### src/rtl/mult_ajuste_ctrl.sv
// mult_ajuste_ctrl: sequential 42x18 unsigned shift-add multiplier followed by
// an 18-bit window select acc[s+17:s] and a one-cycle done pulse.
// Optional build macro: MULT_AJUSTE_SAT_EN. When defined, a window that drops
// set bits above it saturates to 18'h3FFFF. When undefined, the window is
// truncated silently.
module mult_ajuste_ctrl (
    input  logic        clk,
    input  logic        rst_n,
    input  logic        start,
    input  logic [41:0] a,
    input  logic [17:0] b,
    input  logic [5:0]  s,
    output logic        busy,
    output logic        done,
    output logic [17:0] y,
    output logic        err
);

    localparam int DATA_W = 42;                 // multiplicand width
    localparam int COEF_W = 18;                 // multiplier width
    localparam int PROD_W = DATA_W + COEF_W;    // full product width
    localparam int OUT_W  = 18;                 // result window width
    localparam logic [5:0] S_MAX     = 6'd42;   // largest legal window shift
    localparam logic [4:0] LAST_ITER = 5'd17;   // one iteration per multiplier bit

    typedef enum logic [1:0] {
        ST_IDLE,
        ST_MULT,
        ST_ADJ,
        ST_DONE
    } state_t;

    state_t              state_q, state_d;
    logic [PROD_W-1:0]   a_q,   a_d;
    logic [COEF_W-1:0]   b_q,   b_d;
    logic [5:0]          s_q,   s_d;
    logic [PROD_W-1:0]   acc_q, acc_d;
    logic [4:0]          cnt_q, cnt_d;
    logic [OUT_W-1:0]    y_q,   y_d;
    logic                err_q, err_d;
    logic                accept;

    // Plain window: bits below the shift are truncated, bits above are dropped.
    function automatic logic [OUT_W-1:0] window_trunc(input logic [PROD_W-1:0] acc_v,
                                                      input logic [5:0]        sh);
        logic [PROD_W-1:0] shifted;
        shifted = acc_v >> sh;
        return shifted[OUT_W-1:0];
    endfunction

`ifdef MULT_AJUSTE_SAT_EN
    // Saturating window: any set bit above the window clamps to full scale.
    function automatic logic [OUT_W-1:0] window_sat(input logic [PROD_W-1:0] acc_v,
                                                    input logic [5:0]        sh);
        logic [PROD_W-1:0] shifted;
        shifted = acc_v >> sh;
        if (|shifted[PROD_W-1:OUT_W]) begin
            return {OUT_W{1'b1}};
        end
        return shifted[OUT_W-1:0];
    endfunction
`endif

    // A request is taken while idle, and also in the done cycle so that a
    // continuously asserted start gives one result every 20 cycles.
    assign accept = start && ((state_q == ST_IDLE) || (state_q == ST_DONE));

    // Next-state and datapath update for the four-phase schedule.
    always_comb begin
        state_d = state_q;
        a_d     = a_q;
        b_d     = b_q;
        s_d     = s_q;
        acc_d   = acc_q;
        cnt_d   = cnt_q;
        y_d     = y_q;
        err_d   = err_q;

        case (state_q)
            ST_IDLE, ST_DONE: begin
                if (accept) begin
                    a_d     = {{COEF_W{1'b0}}, a};
                    b_d     = b;
                    s_d     = s;
                    acc_d   = '0;
                    cnt_d   = '0;
                    state_d = ST_MULT;
                end else begin
                    state_d = ST_IDLE;
                end
            end

            ST_MULT: begin
                // One multiplier bit per cycle, always all 18 bits.
                if (b_q[0]) begin
                    acc_d = acc_q + a_q;
                end
                a_d   = a_q << 1;
                b_d   = b_q >> 1;
                cnt_d = cnt_q + 5'd1;
                if (cnt_q == LAST_ITER) begin
                    state_d = ST_ADJ;
                end
            end

            ST_ADJ: begin
                if (s_q <= S_MAX) begin
`ifdef MULT_AJUSTE_SAT_EN
                    y_d = window_sat(acc_q, s_q);
`else
                    y_d = window_trunc(acc_q, s_q);
`endif
                    err_d = 1'b0;
                end else begin
                    y_d   = '0;
                    err_d = 1'b1;
                end
                state_d = ST_DONE;
            end

            default: begin
                state_d = ST_IDLE;
            end
        endcase
    end

    // State, operand and result registers; reset drops any in-flight request.
    always_ff @(posedge clk or negedge rst_n) begin
        if (!rst_n) begin
            state_q <= ST_IDLE;
            a_q     <= '0;
            b_q     <= '0;
            s_q     <= '0;
            acc_q   <= '0;
            cnt_q   <= '0;
            y_q     <= '0;
            err_q   <= 1'b0;
        end else begin
            state_q <= state_d;
            a_q     <= a_d;
            b_q     <= b_d;
            s_q     <= s_d;
            acc_q   <= acc_d;
            cnt_q   <= cnt_d;
            y_q     <= y_d;
            err_q   <= err_d;
        end
    end

    assign busy = (state_q != ST_IDLE);
    assign done = (state_q == ST_DONE);
    assign y    = y_q;
    assign err  = err_q;

endmodule
### config.mk
export PLATFORM = sky130hd
export DESIGN_NAME = mult_ajuste_ctrl
export DESIGN_NICKNAME = d
export VERILOG_FILES = /design/src/rtl/mult_ajuste_ctrl.sv
export SDC_FILE = /design/constraint.sdc
export NUM_CORES = 1
export LEC_CHECK = 0
export CORE_MARGIN = 2
export CORE_UTILIZATION = 60
export CTS_CLUSTER_DIAMETER = 40
export DETAILED_ROUTE_END_ITERATION = 7
export HOLD_SLACK_MARGIN = 0.03
export PLACE_DENSITY = 0.78
export SLEW_MARGIN = 20
export SYNTH_ARGS = -nofsm -noshare
export SYNTH_HDL_FRONTEND = slang
export SYNTH_SLANG_ARGS = --single-unit
export TNS_END_PERCENT = 20
### constraint.sdc
create_clock -name clk -period 9 [get_ports clk]
set_clock_uncertainty 0.1 [all_clocks]
set_input_delay 2.25 -clock clk [delete_from_list [all_inputs] [get_ports clk]]
set_output_delay 2.25 -clock clk [all_outputs]
set_load 0.01 [all_outputs]
==> impl_metrics.tcl, run 1 <==
set metrics [dict create \
    route.detailed.wl_per_inst_um 19.2 \
    postLayoutCellArea_um2 14800 \
    synth_cell_type_count 76 \
    hold_buffers 0 \
    wl_um 35300 \
    fmax_mhz 199 \
    path_max_fanout 25 \
    rr_worst_depth 9 \
    fin_setup_tns_ns 0 \
    timing.rr.end "acc_q[57]" \
    grt_pass1_vias 11100 \
    core.rowCount 54 \
    critPathArrivalTime_ns 5.29 \
    worstSetupPathType "in -> reg" \
    drt_iter0_markers 1014 \
    async_reset_ff_share_pct 100 \
    syn_area_um2 13200 \
    drc_errors 0 \
    r2r-start "state_q[0]" \
    fin_util_pct 68.3 \
    htree_num_levels 4 \
    crit_path_start_kind "input port" \
    num_vias 11700 \
    ys.flop_type "dfrtp_1" \
    syn_inst 1519 \
    drive_above_1_share_pct 7.98 \
    avgSynthCellArea_um2 8.69 \
    period_minus_slack_ns 5.02 \
    cts-root-buf "clkbuf_16" \
    die_w_um 152 \
    synth_seq_cells 170 \
    fill_cells 1776 \
    clk_pin_slew_ns 0.08 \
    clk-insertion-delay-late_ns 0.45 \
    min_path_type "reg -> reg" \
    place_ws_ns 3.55 \
    total_leakage_power_nw 6.54 \
    area_growth_pct 12.2 \
    peakVddDrop_v 0.000236 \
    place_congestion 0.969 \
    diodes 0 \
    syn-num-nets 1654 \
    yosys_warnings 0 \
    grt_setup_unrepaired "false" \
    cp-endpoint "acc_q[57]" \
    cp-end-kind "flip-flop" \
    cts.sinks 170 \
    reg2reg_slack_ns 5.29 \
    relSlewSlack_pct 32.0 \
    dieArea_um2 23200 \
    outcome "finished clean" \
    worstPathRequired_ns 9.27 \
    cts_resized 0 \
    postCtsSetupRepairBufs 0 \
    detail-route-antenna-nets 0 \
    setup_ws_ns 3.98 \
    dp_hpwl_um 25700 \
    start_util_pct 60.9 \
    yosysSeqAreaShare_pct 32.2 \
    cts_tree "done" \
    worst_pin_slew_ns 1.02 \
    synth_edf_count 0 \
    overflow 0 \
    multi_input_area_um2 8430 \
    grt_pass1_wl_um 58500 \
    placed_area_um2 14200 \
    grt_max_degree 118 \
    fp.dieH_um 152 \
    slew_viol_final 0 \
    cap_violations 0 \
    io_buffers 89 \
    regArea_um2 4260 \
    drt-pass1-iter-count 5 \
    setup_violations 0 \
    io_pins 90 \
    antenna_found_initial 0 \
    clockBufferDepth 2 \
    via_per_inst 6.38 \
    crit_start "start" \
    grtUsageTotal_pct 30.6 \
    nets 1676 \
    post-route-period-util_pct 55.7 \
    cts_buffers 17 \
    power_density_nw_per_um2 344 \
    hold_viol_final 0 \
    core_um2 21700 \
]
layout make-up:
| cell class | count | share of cell area, % |
|---|---|---|
| Inverter | 45 | 1.14 |
| Multi-Input combinational cell | 1205 | 56.9 |
| Clock buffer | 17 | 2.87 |
| Timing Repair Buffer | 102 | 6.70 |
| Sequential cell | 170 | 28.7 |
| Clock inverter | 15 | 1.30 |
| Tap cell | 280 | 2.36 |
cell usage in the layout, fill, tap and decap left out, types with 12 or more instances in the layout:
cell type        synthesis  final
a211oi_1                23     23
a21o_1                  35     35
a21oi_1                 97     96
and2_1                  13     13
buf_4                    0     13
clkbuf_16                0     17
clkdlybuf4s50_1          0     88
dfrtp_1                170    168
ha_1                    65     64
inv_1                   42     42
mux2_2                  20     20
mux2i_1                126    126
mux4_2                  32     32
nand2_1                251    251
nand3_1                 33     33
nand4_1                 18     18
nor2_1                  70     70
nor2b_1                 16     16
nor3_1                  14     14
o211ai_1                12     12
o21ai_0                168    168
o21bai_1                12     12
o22ai_1                 19     19
xnor2_1                 19     19
xor2_1                  26     26
cells by family after synthesis:
kind of cell,after synthesis,share of synthesized area [%]
fa+ha+maj,66,6.31
xor+xnor,45,2.98
compound gates,467,22.4
mux,178,16.7
buf+inv,144,4.23
simple gates,449,15.1
flops,170,32.2
registers in the layout, indices dropped and copies added (netlist names):
register,flops
a_q,60
acc_q,60
b_q,18
cnt_q,5
err,1
s_q,6
state_q,2
y,18
where the power goes:
part,switching (mW),leakage (nW),total [mW],internal [mW]
Clock,0.386,0.299,0.765,0.380
Combinational,1.82,3.99,2.98,1.16
Sequential,0.304,2.24,1.34,1.04
Total,2.51,6.54,5.09,2.58
cells in the mapped netlist, drive strengths merged, types with 3 or more instances:
cell type  instances  area share [%]
nor3              14            0.53
clkbuf            67             1.9
mux2              20             1.7
nor2              70             2.0
o221ai             4            0.27
xnor2             19             1.3
nor4               3            0.19
o22a               4            0.27
buf               32             1.0
a2111oi            3            0.29
nor3b              5            0.28
o21bai            12            0.68
or2                3            0.14
a21boi             6            0.34
ha                65             6.2
o211ai            13            0.78
inv               43             1.2
a31oi             11            0.57
or3                4            0.19
o21ai            176             6.7
mux2i            126             9.5
nand3             33             1.3
o311ai             3            0.20
xor2              26             1.7
and3               5            0.24
a221o              7            0.53
a221oi             5            0.33
o31ai             11            0.87
a22o               7            0.46
a32o               4            0.30
o21a               5            0.28
a211oi            23             1.3
mux4              32             5.5
nand2            251             7.1
a21oi             99             3.8
o2111a             6            0.51
a21o              35             2.0
dfrtp            170              32
nor2b             16            0.76
o22ai             19            0.90
or4                4            0.26
nand4             20             1.0
and2              13            0.62
worst min-delay path by stage:
stage	startpoint	endpoint	slack [ns]	depth (start not counted)
after floorplan	a_q[59]	a_q[59]	0.35	2
after global placement	b_q[16]	b_q[16]	0.36	2
after detailed placement	b_q[13]	b_q[13]	0.37	2
after CTS	b_q[13]	b_q[13]	0.39	2
after global routing	b_q[13]	b_q[13]	0.43	2
final	b_q[1]	b_q[1]	0.39	2
through the flow:
step	std cells	total power, mW	hold WS (ns)
2_1_floorplan	1519	3.54	0.347
3_3_place_gp	1802	4.21	0.362
3_5_place_dp	1802	4.29	0.374
4_1_cts	1834	5.07	0.394
5_1_grt	1834	5.49	0.433
6_report	1834	5.09	0.390
worst max-delay path, cell delays in order:
cell and delay [ns]:
clkdlybuf4s50_1 0.44, nor2b_1 0.76, a21o_1 0.14, buf_4 0.28, and3_1 0.89, and2_1 0.24, o311ai_0 0.13, o211ai_1 0.13
routing by layer:
layer  part of all wire [%]  track usage (%)
met4                    1.7             7.43
met2                     46             48.1
met3                    6.3             5.40
met5                      0                0
met1                     46             44.3
Power figures use the tool's default switching activity.
==> run 2: changes to the inputs <==
Clock period 9 ns to 4.7 ns, I/O delays scaled along.
==> impl_metrics.tcl, run 2 (synthesis results as in run 1) <==
set metrics [dict create \
    slowest_delay_ns 0.52 \
    wl_um 35500 \
    antenna_found_initial 0 \
    outcome "finished clean" \
    nets 1685 \
    worstPathRequired_ns 4.93 \
    htree_num_levels 4 \
    clk_pin_slew_ns 0.08 \
    grt_pass1_vias 11200 \
    cts_resized 0 \
    area_growth_pct 12.9 \
    min_path_type "reg -> reg" \
    worstSetupPathType "reg -> reg" \
    num_vias 11700 \
    drive_above_1_share_pct 8.51 \
    grt_setup_unrepaired "false" \
    grt_max_degree 83 \
    via_per_inst 6.37 \
    detail-route-antenna-nets 0 \
    relSlewSlack_pct 31.3 \
    core.rowCount 54 \
    regArea_um2 4260 \
    start_util_pct 60.9 \
    io_buffers 89 \
    path_common_cell "a21oi_1" \
    fmax_mhz 283 \
    layout_common_cells "nand2_1, o21ai_0, dfrtp_1" \
    route.detailed.wl_per_inst_um 19.3 \
    period_minus_slack_ns 3.53 \
    peakVddDrop_v 0.000589 \
    cts_buffers 17 \
    post-route-period-util_pct 75.1 \
    core_um2 21700 \
    instances_no_fill 1843 \
    cts_tree "done" \
    power_density_nw_per_um2 663 \
    hold_buffers 0 \
    path_cells "ha_1 -> fa_1 -> a21oi_1 -> o21ai_1 -> a21oi_2 -> nor4_2 -> o31ai_4 -> a41o_2 -> a21oi_1 -> or4_1 -> a32o_1" \
    place_congestion 0.956 \
    die_w_um 152 \
    worst_pin_slew_ns 1.03 \
    fin_setup_tns_ns 0 \
    crit_buf_inv 0 \
    grtUsageTotal_pct 31.1 \
    cap_violations 0 \
    total_leakage_power_nw 6.59 \
    drt-pass1-iter-count 7 \
    overflow 0 \
    crit_path_start_kind "flip-flop" \
    dieArea_um2 23200 \
    setup_violations 0 \
    grt_pass1_wl_um 59100 \
    hold_viol_final 0 \
    slew_viol_final 0 \
    cp-end-kind "flip-flop" \
    path_max_fanout 5 \
    final_common_cell "nand2_1" \
    diodes 0 \
    drc_errors 0 \
    cts.sinks 170 \
    postCtsSetupRepairBufs 0 \
    cts-root-buf "clkbuf_16" \
    cp_top_family "compound AO/OA/AOI/OAI gates" \
    cp_slowest_cell "or4_1" \
    fp.dieH_um 152 \
    dp_hpwl_um 26400 \
    io_pins 90 \
    fill_cells 1756 \
    critPathArrivalTime_ns 3.76 \
    finalPower_mw 9.89 \
    top_regs "a_q (60), acc_q (60)" \
    drt_iter0_markers 1139 \
    clockBufferDepth 2 \
    clk-insertion-delay-late_ns 0.45 \
    multi_input_area_um2 8430 \
    place_inst 1811 \
]
-- run 2: cell type report --
| cell class | count | share of cell area, % |
|---|---|---|
| clock inverters | 15 | 1.36 |
| flip-flops and latches | 170 | 28.5 |
| repair buffers | 111 | 7.26 |
| clock buffers | 17 | 2.85 |
| multi-input cells | 1205 | 56.5 |
| inverters | 45 | 1.13 |
| well taps | 280 | 2.35 |
-- run 2: worst paths after layout --
kind	startpoint	endpoint	cells after the start	slack (ns)
min in group asynchronous	rst_n	acc_q[13]	1	0.57
setup reg to reg	acc_q[0]	acc_q[58]	11	1.17
setup / recovery	acc_q[0]	acc_q[58]	11	1.17
hold / removal	b_q[1]	b_q[1]	2	0.39
hold reg to reg	b_q[1]	b_q[1]	2	0.39
max in group asynchronous	rst_n	a_q[30]	2	3.01
-- run 2: power by group --
group	leakage, nW	internal, mW	switching (mW)
sequential	2.24	1.98	0.637
combinational	4.05	2.30	3.46
clock	0.297	0.773	0.733
total	6.59	5.06	4.83
-- run 2: routing by layer --
metal	vias to the layer above	wire, um	share of wire [%]	track usage [%]
li1	5646	-	-	-
met3	71	2520	7.1	5.03
met4	0	862	2.4	9.88
met2	417	15900	45	47.9
met1	5611	16200	46	45.4
met5	-	0	0	0
-- run 2: worst min-delay path, cell delays in order, from the launching register on --
cell and delay, ns:
dfrtp_1 0.35, nand2_1 0.04, o21ai_0 0.06
-- run 2: per-stage QoR --
stage	hold WS (ns)	utilization [%]	instance area [um2]	setup WS, ns
floorplan	0.347	-	13200	1.58
global placement	0.363	65.9	14300	1.06
detailed placement	0.377	65.9	14300	0.955
CTS	0.393	68.8	14900	1.21
global route	0.427	68.8	14900	0.995
finish	0.386	68.8	14900	1.17
